`config.mk`:
```
export PLATFORM = sky130hd
export DESIGN_NAME = bus_arbiter_3to1
export DESIGN_NICKNAME = d
export VERILOG_FILES = /design/src/rtl/bus_arbiter_3to1_pkg.sv /design/src/rtl/bus_arbiter_3to1_rr_pick3.sv /design/src/rtl/bus_arbiter_3to1.sv
export SDC_FILE = /design/constraint.sdc
export NUM_CORES = 1
export LEC_CHECK = 0
export ABC_AREA = 1
export BUFFER_PORTS_ARGS = -buffer_cell sky130_fd_sc_hd__buf_2
export CAP_MARGIN = 5
export CORE_AREA = 4 4 41 43
export DETAILED_ROUTE_END_ITERATION = 8
export DIE_AREA = 0 0 45 47
export GPL_ROUTABILITY_DRIVEN = 0
export GPL_TIMING_DRIVEN = 0
export SYNTH_ARGS = -nofsm -noshare
export SYNTH_HDL_FRONTEND = slang
export SYNTH_SLANG_ARGS = --single-unit
```
`constraint.sdc`:
```
create_clock -name clk_i -period 1.3 [get_ports clk_i]
set_input_delay 0.26 -clock clk_i [delete_from_list [all_inputs] [get_ports clk_i]]
set_output_delay 0.26 -clock clk_i [all_outputs]
set_load 0.01 [all_outputs]
```
`src/rtl/bus_arbiter_3to1_pkg.sv`:
```
// bus_arbiter_3to1_pkg
// Shared definitions for the 3:1 round-robin bus arbiter:
//   - arb_state_e : FSM state encoding (IDLE = no grant, GRANT = one owner)
//   - SEL_REQ0/1/2: select codes for the shared 3:1 data mux
//   - CNT_W       : width of the grant-tenure hold counter
//   - onehot_to_sel(): binary index of a one-hot grant vector
package bus_arbiter_3to1_pkg;

  typedef enum logic {
    IDLE  = 1'b0,
    GRANT = 1'b1
  } arb_state_e;

  localparam logic [1:0] SEL_REQ0 = 2'b00;
  localparam logic [1:0] SEL_REQ1 = 2'b01;
  localparam logic [1:0] SEL_REQ2 = 2'b10;

  localparam int CNT_W = 8;

  // Never yields 2'b11; an all-zero vector maps to SEL_REQ0.
  function automatic logic [1:0] onehot_to_sel(input logic [2:0] oh);
    logic [1:0] sel;
    if (oh[1])      sel = SEL_REQ1;
    else if (oh[2]) sel = SEL_REQ2;
    else            sel = SEL_REQ0;
    return sel;
  endfunction

endpackage

```
`src/rtl/bus_arbiter_3to1_rr_pick3.sv`:
```
// rr_pick3
// Combinational round-robin winner selection for three requesters.
// The search starts at (last_owner+1) mod 3 and proceeds upward, so the
// previous owner is considered last.
//   req        : request mask
//   last_owner : index of the most recent grant (0..2)
//   winner     : one-hot winner, 000 when req is empty
module rr_pick3 (
  input  logic [2:0] req,
  input  logic [1:0] last_owner,
  output logic [2:0] winner
);

  always_comb begin
    winner = 3'b000;
    case (last_owner)
      2'd0: begin
        if (req[1])      winner = 3'b010;
        else if (req[2]) winner = 3'b100;
        else if (req[0]) winner = 3'b001;
      end
      2'd1: begin
        if (req[2])      winner = 3'b100;
        else if (req[0]) winner = 3'b001;
        else if (req[1]) winner = 3'b010;
      end
      default: begin
        if (req[0])      winner = 3'b001;
        else if (req[1]) winner = 3'b010;
        else if (req[2]) winner = 3'b100;
      end
    endcase
  end

endmodule

```
`src/rtl/bus_arbiter_3to1.sv`:
```
// bus_arbiter_3to1
// Round-robin arbiter granting one of three requesters access to a shared
// 3:1 data mux. Two-state FSM (IDLE/GRANT) with registered outputs and
// zero-bubble hand-over between owners.
// Ports:
//   clk_i     : clock, rising edge
//   rst_i     : asynchronous active-low reset
//   req_i     : level requests
//   done_i    : 1-cycle tenure-end pulses (only the owner's bit matters)
//   grant_o   : registered one-hot grant
//   select_o  : registered mux select, holds its value while idle
//   busy_o    : |grant_o
//   timeout_o : 1-cycle pulse when a grant is revoked by timeout
//   state_o   : current FSM state (debug)
// Parameter MAX_HOLD (2..255): maximum tenure in cycles when ARB_TIMEOUT_EN
// is defined. Without ARB_TIMEOUT_EN there is no hold counter and
// timeout_o is tied low.
module bus_arbiter_3to1
  import bus_arbiter_3to1_pkg::*;
#(
  parameter int MAX_HOLD = 16
) (
  input  logic       clk_i,
  input  logic       rst_i,
  input  logic [2:0] req_i,
  input  logic [2:0] done_i,
  output logic [2:0] grant_o,
  output logic [1:0] select_o,
  output logic       busy_o,
  output logic       timeout_o,
  output arb_state_e state_o
);

  if (MAX_HOLD < 2 || MAX_HOLD > 255) begin : g_bad_param
    $error("bus_arbiter_3to1: MAX_HOLD must be in 2..255");
  end

  arb_state_e state_q, state_d;
  logic [2:0] grant_q, grant_d;
  logic [1:0] sel_q, sel_d;
  logic [1:0] last_q, last_d;

  logic [2:0] pick;
  logic [1:0] owner;
  logic       owner_done;
  logic       owner_abort;
  logic       tmo_hit;
  logic       release_now;
  logic       load_grant;

  rr_pick3 u_pick (
    .req        (req_i),
    .last_owner (last_q),
    .winner     (pick)
  );

  // In IDLE grant_q is zero so owner reads 0; every use is gated by GRANT.
  assign owner       = onehot_to_sel(grant_q);
  assign owner_done  = (state_q == GRANT) && done_i[owner];
  assign owner_abort = (state_q == GRANT) && !req_i[owner];

`ifdef ARB_TIMEOUT_EN
  logic [CNT_W-1:0] cnt_q;
  logic             timeout_q;

  // A release in the same cycle wins over the timeout: no pulse then.
  assign tmo_hit = (state_q == GRANT) && !(owner_done || owner_abort) &&
                   (cnt_q == CNT_W'(MAX_HOLD - 1));

  always_ff @(posedge clk_i or negedge rst_i) begin
    if (!rst_i) begin
      cnt_q     <= '0;
      timeout_q <= 1'b0;
    end else begin
      timeout_q <= tmo_hit;
      if (load_grant)              cnt_q <= '0;
      else if (state_q == GRANT)   cnt_q <= cnt_q + CNT_W'(1);
      else                         cnt_q <= '0;
    end
  end

  assign timeout_o = timeout_q;
`else
  assign tmo_hit   = 1'b0;
  assign timeout_o = 1'b0;
`endif

  assign release_now = (state_q == GRANT) && (owner_done || owner_abort || tmo_hit);

  // The full request vector arbitrates on release: a still-requesting
  // owner sits last in the RR order, so it wins again only when alone.
  assign load_grant = (|req_i) && ((state_q == IDLE) || release_now);

  // State register
  always_ff @(posedge clk_i or negedge rst_i) begin
    if (!rst_i) state_q <= IDLE;
    else        state_q <= state_d;
  end

  // Next-state logic
  always_comb begin
    state_d = state_q;
    case (state_q)
      IDLE:    if (|req_i) state_d = GRANT;
      GRANT:   if (release_now) state_d = (|req_i) ? GRANT : IDLE;
      default: state_d = IDLE;
    endcase
  end

  // Output logic (feeds the registered outputs)
  always_comb begin
    grant_d = grant_q;
    sel_d   = sel_q;
    last_d  = last_q;
    if (load_grant) begin
      grant_d = pick;
      sel_d   = onehot_to_sel(pick);
      last_d  = onehot_to_sel(pick);
    end else if (release_now) begin
      grant_d = 3'b000;
    end
  end

  always_ff @(posedge clk_i or negedge rst_i) begin
    if (!rst_i) begin
      grant_q <= 3'b000;
      sel_q   <= SEL_REQ0;
      last_q  <= 2'd2;
    end else begin
      grant_q <= grant_d;
      sel_q   <= sel_d;
      last_q  <= last_d;
    end
  end

  assign grant_o  = grant_q;
  assign select_o = sel_q;
  assign busy_o   = |grant_q;
  assign state_o  = state_q;

endmodule

```
Word-level counts from Yosys, hierarchy flattened

Index checks and enable logic that the tools add are counted.

Register bits after elaboration: 8
Input port bits: 8
Output and inout bits: 8
Word-level logic and storage cells: 41

Magnitude comparators: 1
Equal/unequal tests: 1
Mux-type cells: 23
Bitwise logic cells: 1
Reduce and logical (&&, ||, !) cells: 11

Operators by type and width:

| operator           | number |
|---|---|
| $mux 3             | 9 |
| $mux 2             | 5 |
| $pmux 3 s2         | 1 |
| $reduce_or 3->1    | 2 |
| $mux 1             | 5 |
| $bmux 1 s2         | 2 |
| $logic_and 1x1->1  | 4 |
| $lt 2x3->1 const B | 1 |
| $eq 2x1->1 const B | 1 |
| $logic_not 2->1    | 1 |
| $logic_or 1x1->1   | 2 |
| $pmux 1 s2         | 1 |
| $reduce_bool 2->1  | 1 |
| $logic_not 1->1    | 1 |
| $not 1->1          | 1 |

Logic depth before layout (Yosys ltp)

Gate-level depths: netlist (run 1).

Word-level depth: 11
Depth in mapped cells: 9
Depth with buffers taken out: 9

Modules after synthesis

Synthesis (run 1) repeated with hierarchy kept, for this count alone.

Cell total of the unflattened synthesis: 63
Area total of the unflattened synthesis: 456.7 um^2

By module, submodules not included:

| module           | times used | cells each | area an instance (um^2) |
|---|---|---|---|
| bus_arbiter_3to1 | 1          | 48         | 377.9 |
| rr_pick3         | 1          | 15         | 78.8 |

Worst setup path before layout (run 1)

OpenSTA, ideal clock, no wires.

Kind: reg-to-reg
Start: register grant_q[2], in the netlist grant_o[2]
End: register sel_q[0], in the netlist select_o[0]
Data arrival time: 949 ps
Required time: 1,182 ps
Slack: 234 ps
Cell stages (with the launch flop): 9
Path buffers: 0
Period minus slack after synthesis: 1,066 ps
Cells stage by stage: dfrtp_1 inv_1 nand3_1 nand2_1 nand2_2 nand2_4 nand2_4 nand3_1 nand2_1

Cells in the longest elaborated chain, start to end: 10
Elaborated cells on any way between the ends: 13
Classes of those cells: mux (6); reduce/logical (7)

Ends and longest elaborated chain:

| element                      | RTL line                   | RTL |
|---|---|---|
| start: declaration           | bus_arbiter_3to1.sv:39     | `logic [2:0] grant_q, grant_d;` |
| start signal: assignment     | bus_arbiter_3to1.sv:130    | `grant_q <= grant_d;` |
| $mux 2 *                     | bus_arbiter_3to1_pkg.sv:24 | `else if (oh[2]) sel = SEL_REQ2;` |
| $mux 2 *                     | bus_arbiter_3to1_pkg.sv:23 | `if (oh[1]) sel = SEL_REQ1;` |
| $bmux 1 s2                   | bus_arbiter_3to1.sv:60     | `assign owner_abort = (state_q == GRANT) && !req_i[owner];` |
| $mux 1 (implied by the code) | bus_arbiter_3to1.sv:60     |  |
| $logic_not 1->1              | bus_arbiter_3to1.sv:60     |  |
| $logic_and 1x1->1            | bus_arbiter_3to1.sv:60     |  |
| $logic_or 1x1->1 *           | bus_arbiter_3to1.sv:88     | `assign release_now = (state_q == GRANT) && (owner_done \|\| owner_abort \|\| tmo_hit);` |
| $logic_and 1x1->1 *          | bus_arbiter_3to1.sv:88     |  |
| $logic_or 1x1->1 *           | bus_arbiter_3to1.sv:92     | `assign load_grant = (\|req_i) && ((state_q == IDLE) \|\| release_now);` |
| $logic_and 1x1->1 *          | bus_arbiter_3to1.sv:92     |  |
| end signal: assignment       | bus_arbiter_3to1.sv:131    | `sel_q <= sel_d;` |
| end: declaration             | bus_arbiter_3to1.sv:40     | `logic [1:0] sel_q, sel_d;` |

Every way passes the cells marked *; elsewhere a longest branch is shown, timed or not. The select of a mux whose other input is x is not followed.
A chain may end at the register's enable or synchronous reset.

Worst setup path after layout (run 1)

Start: register grant_q[1], in the netlist grant_o[1]
End: output busy_o

Cells in the longest elaborated chain, start to end: 1

Ends and longest elaborated chain:

| element          | RTL line                | RTL |
|---|---|---|
| $reduce_or 3->1  | bus_arbiter_3to1.sv:138 | `assign busy_o = \|grant_q;` |
| end: declaration | bus_arbiter_3to1.sv:29  | `output logic busy_o,` |

No other way between the ends.

==> key figures, run 1 <==
Timing
  – Final Max Tran Viols: 0
  – # setup viols final: 0
  – Fin Hold WS: 0.293 ns
  – Achievable Freq: 811 MHz
  – Max Clock Skew: 0.00111 ns
  – Tcrit/Tclk final: 94.9%
  – RSZ-0062 raised after global routing: false
  – Clock period minus worst slack: 1.23 ns
  – TNS Setup: 0 ns
  – Final worst slack: 0.0664 ns
  – Hold Fails Final Rpt: 0

Route
  – DRC viols: 0
  – Initial DRT Pass Iterations: 1
  – Drt total wl: 884 um
  – Drt wl/cell: 9.93 um
  – Via density: 4.44
  – 1st-iter DRT viols: 0
  – Via count: 395
  – ANT nets after route: 0

Run
  – Number of max-cap violations: 0

Clocking
  – Root buffer cell: clkbuf_4
  – CTS max path bufs: 2
  – Post_cts resized: 0
  – # Post-CTS Setup Buffers: 0
  – CTS tree: built
  – Clock-pin transition on the worst setup and hold timing paths: 0.05 ns
  – Number of buffers created by CTS: 3
  – Skew-Pair Late Insertion Delay: 0.24 ns
  – Clk sinks: 7
  – H-tree Lvls: 1

Critical path
  – Worst Path Arrival: 0.97 ns
  – CP top delay family: flip-flops
  – Buf/Inv on CP: 1
  – Kind of critical path: reg2out
  – Req. time, crit path: 1.04 ns
  – Max incr delay on CP: 0.41 ns
  – CP endpoint kind: primary output
  – Setup crit start kind: flop
  – Slowest CP cell: dfrtp_1
  – Max FO, Critical Path: 5
  – Critical path cell sequence: nor2_1 -> nand2_1 -> buf_2

Floorplan
  – Overall die width: 45 um
  – Die Ht: 47 um
  – FP Rows: 13
  – Die area: 0.00212 sq mm
  – I/O pin count: 16
  – Initial Util: 32.2%
  – Core area: 0.00130 sq mm

Power
  – Leakage power: 0.318 nW
  – Peak supply drop: 0.734 mV
  – Sequential share of power: 38.5%
  – Clock share of power: 18.7%
  – Switching Fraction: 39.8%
  – PD cells: 1870 mW/mm^2
  – Combinational share of power: 42.8%
  – Switching power: 0.000404 W
  – P_int: 0.000611 W

Synth
  – Warnings, synthesis: 0
  – Yosys cell types: 17
  – Post-Syn Area: 419 sq um
  – Register area share after synthesis: 42.1%
  – Synth Area in XOR/XNOR: 0%
  – Post-synth net total: 63
  – Compound-Gate Fraction of Synth Area: 5.67%
  – FF+latch count, synth: 7
  – Post-synthesis simple-gate area fraction: 40.6%
  – Post-synthesis mux area share: 0%
  – Main combinational cell family by area after synthesis: simple AND/OR/NAND/NOR gates
  – Mean Syn Cell Area: 7.62 sq um
  – Adder-Cell Fraction of Synth Area: 0%
  – Post-Syn Instances: 55

Layout
  – Post-route insts no fill: 89
  – Fin nets: 83
  – Antenna fix cells: 0
  – P&R area growth vs syn: 29.9%
  – Fill count: 159
  – Share of cells above drive strength 1: 36.5%

Global route
  – Number of global-route vias before repair: 353
  – GRT Total Usage: 9.72%
  – Final global-route overflow total: 0
  – Global-route wire length before repair: 1450 um
  – Largest net degree at the start of global routing: 8
  – Initial antenna violation count: 0

Worst hold path
  – Hold Crit Class: in2reg

Placement
  – Port buffer count: 14
  – Placed insts: 84
  – DP Worst Slack: 0.153 ns
  – Post-DP HPWL: 740 um

Status
  – Status: complete, no violations
power by group through the flow:
stage / logic, W / registers, W / clock network, W
6_report: 0.000435 / 0.000391 / 0.000190
5_1_grt: 0.000492 / 0.000403 / 0.000213
4_1_cts: 0.000445 / 0.000392 / 0.000206
3_5_place_dp: 0.000439 / 0.000394 / 0
3_3_place_gp: 0.000431 / 0.000390 / 0
2_1_floorplan: 0.000268 / 0.000402 / 0
cell usage after synthesis:
cell type | instances | area [sq um]
nand2_1 | 14 | 52.6
inv_1 | 7 | 26.3
nand3_1 | 7 | 35.0
dfrtp_1 | 6 | 150
nor2_1 | 5 | 18.8
nand2_4 | 3 | 33.8
buf_4 | 2 | 15.0
nand2_2 | 2 | 12.5
a21oi_1 | 1 | 5.00
conb_1 | 1 | 3.75
dfstp_2 | 1 | 26.3
inv_2 | 1 | 3.75
nand3_2 | 1 | 10.0
nand3b_1 | 1 | 7.51
o21ai_0 | 1 | 5.00
o22ai_1 | 1 | 6.26
o31ai_1 | 1 | 7.51
final cells by class:
type / count / area [sq um] / share of cell area (%)
Inverter: 8 / 30.0 / 5.52
Sequential cell: 7 / 176 / 32.4
Timing Repair Buffer: 15 / 80.1 / 14.7
Tap cell: 15 / 18.8 / 3.45
Multi-Input combinational cell: 38 / 198 / 36.3
Buffer: 2 / 15.0 / 2.76
Clock buffer: 4 / 26.3 / 4.83
cell usage in the layout, fill, tap and decap left out:
cell and count:
o22ai_1 1, conb_1 1, a21oi_1 1, nand3_1 7, nand2_1 14, clkbuf_4 3
nand2_2 2, o21ai_0 1, buf_2 14, inv_2 1, buf_4 2, nand3b_1 1
dfstp_2 1, dfrtp_1 6, inv_1 7, dlygate4sd3_1 1, clkbuf_1 1, nand2_4 3
o31ai_1 1, nor2_1 5, nand3_2 1
worst min-delay path, cell delays in order:
cell,delay [ns]
buf_2,0.12
nand3_2,0.09
nand2_1,0.06
state kept, by name, summed over array words and instances (netlist names):
signal / count
grant_o: 3
last_q: 1
select_o: 2
state_o: 1
cells by family after synthesis:
kind of cell    Yosys count
compound gates            4
buf+inv                  10
flops                     7
other cells               1
simple gates             33
repair_timing:
item                       4_1_cts  5_1_grt
setup endpoints to repair        0        0
hold endpoints to repair         6        0
hold buffers                     1        0
path summary, 6_finish.rpt:
path	from	endpoint	slack [ns]	cells past startpoint
min in group asynchronous	rst_i	state_o	0.37	2
setup / recovery	grant_o[1]	busy_o	0.07	3
max in group asynchronous	rst_i	last_q[1]	0.70	2
hold / removal	req_i[2]	last_q[1]	0.29	3
hold reg to reg	select_o[1]	select_o[1]	0.47	2
setup reg to reg	last_q[1]	select_o[0]	0.14	4
routing by layer:
metal | global-route usage, % | up-vias | part of all wire (%)
met5 | 0 | - | 0
met4 | 8.77 | 0 | 0
li1 | - | 207 | -
met1 | 11.0 | 179 | 44
met2 | 15.8 | 9 | 49
met3 | 1.53 | 0 | 6.4
metrics by stage:
stage	power [W]	instance area [sq um]	util [%]
5_1_grt	0.00111	544	41.8
2_1_floorplan	0.000670	419	-
4_1_cts	0.00104	544	41.8
3_5_place_dp	0.000833	508	39.0
3_3_place_gp	0.000821	508	39.0
6_report	0.00102	544	41.8
Power figures use the tool's default switching activity.
==> inputs of run 2 (changes only) <==
--- a/config.mk
+++ b/config.mk
@@ -5,7 +5,6 @@
 export SDC_FILE = /design/constraint.sdc
 export NUM_CORES = 1
 export LEC_CHECK = 0
-export ABC_AREA = 1
 export BUFFER_PORTS_ARGS = -buffer_cell sky130_fd_sc_hd__buf_2
 export CAP_MARGIN = 5
 export CORE_AREA = 4 4 41 43
==> run 2 against run 1 <==
The run now ends with negative setup slack left. Clock skew is essentially flat. Die area did not move. Hold slack improved by 0.026 ns. Sequential cell count unchanged. Setup slack lost 0.28 ns. Utilization grew 6.6 points. Global-route usage grew 0.96 points. Cell count shrank 5.6%. Largest cell class unchanged. Largest power group unchanged.
==> key figures, run 2 <==
Critical path
  – CP startpoint: grant_o[1]
  – CP endpoint kind: flop
  – Kind of critical path: reg2reg
  – Buf/Inv on CP: 0
  – Worst Path Arrival: 1.64 ns
  – Max FO, Critical Path: 6
  – Setup crit start kind: flop
  – Max incr delay on CP: 0.46 ns
  – CP top delay family: compound AO/OA/AOI/OAI gates
  – Critical path cell sequence: and3b_1 -> o31a_4 -> or2_4 -> a21o_1
  – Slowest CP cell: dfrtp_2
  – Number of cells on the critical path: 4
  – Cells on worst reg2reg path: 4
  – Reg2Reg Launch Point: grant_o[1]
  – Req. time, crit path: 1.44 ns

Placement
  – Placed insts: 73
  – DP Worst Slack: -0.233 ns
  – Placed Area: 497 sq um
  – Post-DP HPWL: 748 um
  – Port buffer count: 14

Synth
  – Mean Syn Cell Area: 9.27 sq um
  – FF+latch count, synth: 7
  – Warnings, synthesis: 0
  – Post-Syn Area: 408 sq um
  – Post-synth net total: 52
  – Post-Syn Instances: 44
  – Top area cells in the synthesized netlist: dfrtp_1 (37%), dfstp_2 (6.4%), a221o_2 (5.5%), nand2_1 (5.5%), a21o_1 (3.7%)
  – Synth area leader: dfrtp_1
  – Post-synth top cells: dfrtp_1 (6), nand2_1 (6)
  – Post-synth EDFFs: 0
  – Post-synth ARST share: 100%
  – Ys flop type: dfrtp_1
  – Register area share after synthesis: 43.3%
  – Yosys cell types: 27
  – Area share of the largest cell type after synthesis: 36.8%

Global route
  – GRT Total Usage: 10.7%
  – Number of global-route vias before repair: 370
  – Largest net degree at the start of global routing: 8
  – Global-route wire length before repair: 1640 um
  – Initial antenna violation count: 0
  – Final global-route overflow total: 0

Timing
  – Slew @ Worst Pin: 0.600 ns
  – Final Max Tran Viols: 0
  – RSZ-0062 raised after global routing: true
  – Achievable Freq: 663 MHz
  – Final worst slack: -0.209 ns
  – Clock period minus worst slack: 1.51 ns
  – # setup viols final: 8
  – Slew headroom: 59.7%
  – Tcrit/Tclk final: 116%
  – Max Clock Skew: 0.00134 ns
  – Hold Fails Final Rpt: 0

Floorplan
  – FP Rows: 13
  – Core area: 0.00130 sq mm
  – I/O pin count: 16
  – Initial Util: 31.3%
  – Die area: 0.00212 sq mm
  – Overall die width: 45 um
  – Die Ht: 47 um

Route
  – Drt wl/cell: 13.4 um
  – ANT nets after route: 0
  – Initial DRT Pass Iterations: 4
  – Drt total wl: 1130 um
  – Via count: 430
  – 1st-iter DRT viols: 13
  – Via density: 5.12
  – DRC viols: 0

Layout
  – Final Cell Area: 631 sq um
  – P&R area growth vs syn: 54.6%
  – Antenna fix cells: 0
  – Share of cells above drive strength 1: 49.3%
  – Largest register FFs: 3
  – Fin nets: 78
  – Most frequent cells in the layout: buf_2 (13), nand2_1 (6), buf_4 (5), dfrtp_1 (5), buf_6 (4)
  – Leading cell type in the layout, fill and taps excluded: buf_2
  – Post-route insts no fill: 84

Clocking
  – CTS tree: built
  – Root buffer cell: clkbuf_4
  – Skew-Pair Late Insertion Delay: 0.24 ns
  – H-tree Lvls: 1
  – CTS max path bufs: 2
  – Clk sinks: 7
  – Clock-pin transition on the worst setup and hold timing paths: 0.05 ns
  – Number of buffers created by CTS: 3

Status
  – Failing checks: negative setup slack
  – Status: finished with violations

Worst hold path
  – Hold Path Stages: 3
  – HP Start: req_i[1]
  – Hold Crit Class: in2reg

Run
  – Number of max-cap violations: 0

Power
  – PD cells: 2120 mW/mm^2
  – Leakage power: 0.311 nW
  – Peak supply drop: 0.990 mV
run 2: changes by cell type after synthesis, moves of 2 or more:
cell and delta:
a221o_2 +2, nand2_4 -3, nand3_1 -6, nand2_2 -2, inv_1 -5, nor2_1 -3
nor3_1 +2, nand2_1 -8, a21o_1 +2, a22oi_1 +2
run 2: cell families after synthesis:
| group | after synthesis | synth area share [%] |
|---|---|---|
| buf+inv | 4 | 5.52 |
| compound gates | 13 | 23.9 |
| simple gates | 19 | 26.4 |
| flops | 7 | 43.3 |
| other cells | 1 | 0.919 |
run 2: layer usage:
| layer | vias up | routed length [um] | GRT usage (%) |
|---|---|---|---|
| met4 | 0 | 0 | 5.26 |
| met3 | 0 | 64 | 1.15 |
| met1 | 212 | 511 | 16.1 |
| met2 | 10 | 549 | 15.0 |
| met5 | - | 0 | 0 |
| li1 | 208 | - | - |
run 2: what timing repair did:
item                                   in CTS  in global routing
buffers inserted                            3                  3
hold buffers                                1                  0
endpoints found under the hold margin       6                  0
pin swaps                                   1                  2
resized for setup                           1                  9
setup endpoints to repair                   7                  7
run 2: area by class of cell:
cell class / instances / area (sq um)
repair buffers: 21 / 143
plain buffers: 2 / 15.0
clock buffers: 4 / 26.3
fillers: 134 / 671
flip-flops and latches: 7 / 178
well taps: 15 / 18.8
inverters: 2 / 7.51
multi-input cells: 33 / 243
run 2: stage by stage:
stage,setup TNS (ns),hold WS (ns),utilization (%),power [W]
2_1_floorplan,-0.776,-0.0356,-,0.000720
3_3_place_gp,-1.05,0.0972,38.2,0.000892
3_5_place_dp,-1.13,0.101,38.2,0.000900
4_1_cts,-1.02,0.308,42.8,0.00117
5_1_grt,-1.60,0.322,48.5,0.00144
6_report,-1.21,0.320,48.5,0.00134
run 2: report_power, final:
group	switching [W]	leakage (nW)	internal, W
sequential	0.0000945	0.0816	0.000324
clock	0.0000761	0.0150	0.000117
combinational	0.000311	0.214	0.000415
total	0.000482	0.311	0.000857
run 2: final timing paths:
kind,endpoint,slack [ns]
worst min-delay path,select_o[0],0.32
worst max register to register,select_o[1],-0.21
worst min register to register,select_o[1],0.48
min in group asynchronous,grant_o[2],0.37
max in group asynchronous,last_q[1],0.70
worst max-delay path,select_o[1],-0.21
run 2: worst min-delay path, cell delays in order:
cell and delay, ns:
buf_2 0.14, nand2_1 0.07, o21ai_1 0.05
==> inputs of run 3 (changes only) <==
--- a/config.mk
+++ b/config.mk
@@ -12,6 +12,7 @@
 export DIE_AREA = 0 0 45 47
 export GPL_ROUTABILITY_DRIVEN = 0
 export GPL_TIMING_DRIVEN = 0
+export REMOVE_ABC_BUFFERS = 1
 export SYNTH_ARGS = -nofsm -noshare
 export SYNTH_HDL_FRONTEND = slang
 export SYNTH_SLANG_ARGS = --single-unit
==> constraint.sdc (replaced) <==
create_clock -name clk_i -period 1.89 [get_ports clk_i]
set_input_delay 0.189 -clock clk_i [delete_from_list [all_inputs] [get_ports clk_i]]
set_output_delay 0.189 -clock clk_i [all_outputs]
set_load 0.01 [all_outputs]
==> run 3 against run 2 <==
The flow now finishes without violations. Critical path depth did not move. First-iteration DRC count fell by 69%. Routed wire length fell by 15%. Sequential cell count stayed put. Die area unchanged. Fmax fell by 2.5%. Final area down 18%.
==> key figures, run 3 (synthesis results as in run 2) <==
Status
  – Status: complete, no violations

Floorplan
  – Die area: 0.00212 sq mm
  – FP Rows: 13
  – I/O pin count: 16
  – Overall die width: 45 um
  – Initial Util: 31.3%
  – Core area: 0.00130 sq mm
  – Die Ht: 47 um

Timing
  – Clock period minus worst slack: 1.55 ns
  – Achievable Freq: 647 MHz
  – Final worst slack: 0.343 ns
  – Max Clock Skew: 0.00514 ns
  – # setup viols final: 0
  – RSZ-0062 raised after global routing: false
  – Final Max Tran Viols: 0
  – Slew @ Worst Pin: 0.624 ns
  – Tcrit/Tclk final: 81.8%
  – TNS Setup: 0 ns
  – Hold Fails Final Rpt: 0
  – Fin Hold WS: 0.252 ns
  – Slew headroom: 58.1%

Power
  – Sequential share of power: 39.6%
  – Switching power: 0.000277 W
  – Switching Fraction: 37.9%
  – Clock share of power: 18.1%
  – Combinational share of power: 42.4%
  – Peak supply drop: 0.448 mV
  – Tot Pwr: 0.000731 W
  – Leakage power: 0.255 nW
  – P_int: 0.000454 W
  – PD cells: 1410 mW/mm^2

Clocking
  – Clk sinks: 7
  – Skew-Pair Late Insertion Delay: 0.25 ns
  – # Post-CTS Setup Buffers: 0
  – CTS max path bufs: 2
  – Clock-pin transition on the worst setup and hold timing paths: 0.05 ns
  – Number of buffers created by CTS: 3
  – Root buffer cell: clkbuf_4
  – CTS tree: built
  – H-tree Lvls: 1

Critical path
  – R2R Setup Slk: 0.34 ns
  – Kind of critical path: reg2reg
  – Setup crit start kind: flop
  – Req. time, crit path: 2.02 ns
  – CP endpoint kind: flop
  – Worst Path Arrival: 1.68 ns
  – Max FO, Critical Path: 6

Global route
  – Initial antenna violation count: 0
  – Met3 Use GR: 1.15%
  – Number of global-route vias before repair: 386
  – Met2 Use GR: 16.4%
  – Final global-route overflow total: 0
  – Global routing's busiest layer: met2
  – Largest net degree at the start of global routing: 8
  – Met1 usage: 14.4%
  – GRT Total Usage: 11.0%
  – Global-route wire length before repair: 1670 um

Route
  – Drt wl/cell: 12.6 um
  – Via count: 390
  – ANT nets after route: 0
  – Via density: 5.13
  – Initial DRT Pass Iterations: 4
  – 1st-iter DRT viols: 4
  – Drt total wl: 954 um
  – DRC viols: 0

Run
  – Number of max-cap violations: 0

Placement
  – Port buffer count: 14
  – DP Worst Slack: 0.351 ns
  – Placed Area: 482 sq um
  – Post-DP HPWL: 744 um

Layout
  – Antenna fix cells: 0
  – Leading cell type in the layout, fill and taps excluded: buf_2
  – Final Cell Area: 518 sq um
  – Share of cells above drive strength 1: 36.1%
  – P&R area growth vs syn: 27.0%
  – Largest register FFs: 3
  – Fin nets: 70
  – Most frequent cells in the layout: buf_2 (14), nand2_1 (6), dfrtp_1 (6), clkbuf_4 (3)

Worst hold path
  – Hold Crit Class: in2reg
run 3: cell count changes in the layout (fill, tap and decap cells not counted):
| cell | before | now |
|---|---|---|
| a22oi_1 | 1 | 2 |
| a22oi_2 | 1 | 0 |
| buf_2 | 13 | 14 |
| buf_4 | 5 | 0 |
| buf_6 | 4 | 0 |
| dfrtp_1 | 5 | 6 |
| dfrtp_2 | 1 | 0 |
| nor4b_1 | 0 | 1 |
| nor4b_2 | 1 | 0 |
| nor4bb_1 | 0 | 1 |
| nor4bb_4 | 1 | 0 |
| o31a_2 | 0 | 1 |
| o31a_4 | 1 | 0 |
run 3: per-stage QoR:
stage	instances	util [%]
after detailed placement	71	37.0
after global routing	76	39.8
after CTS	76	39.8
final	76	39.8
after floorplan	42	-
after global placement	71	37.0
run 3: power by group through the flow:
| stage | Combinational [W] | Sequential (W) | Clock, W |
|---|---|---|---|
| finish | 0.000310 | 0.000289 | 0.000132 |
| global route | 0.000347 | 0.000305 | 0.000149 |
| CTS | 0.000315 | 0.000288 | 0.000140 |
| detailed placement | 0.000311 | 0.000291 | 0 |
| global placement | 0.000310 | 0.000290 | 0 |
| floorplan | 0.000176 | 0.000304 | 0 |
run 3: cell type report:
class	instances	area, sq um
inverters	2	7.51
well taps	15	18.8
fillers	143	783
multi-input cells	33	209
flip-flops and latches	7	176
clock buffers	4	26.3
repair buffers	15	80.1
run 3: what timing repair did:
action                                 4_1_cts  5_1_grt
resized for setup                            0        0
setup endpoints to repair                    0        0
hold buffers                                 1        0
endpoints found under the hold margin        7        0
run 3: worst paths after layout:
check / from / to / cells after the start
max: grant_o[2] / select_o[1] / 4
min: req_i[1] / select_o[0] / 3
max reg2reg: grant_o[2] / select_o[1] / 4
min reg2reg: select_o[1] / select_o[1] / 1
max in group asynchronous: rst_i / last_q[1] / 2
min in group asynchronous: rst_i / grant_o[1] / 2
run 3: worst max-delay path: stages, from the launching register on:
cell and delay, ns:
dfrtp_1 0.42, nor4bb_1 0.18, o31a_2 0.41, or2_4 0.25
a21o_1 0.17
run 3: metal layers:
metal,vias up,part of all wire [%]
li1,193,-
met2,11,45
met5,-,0
met1,184,47
met4,0,0.94
met3,2,7.4
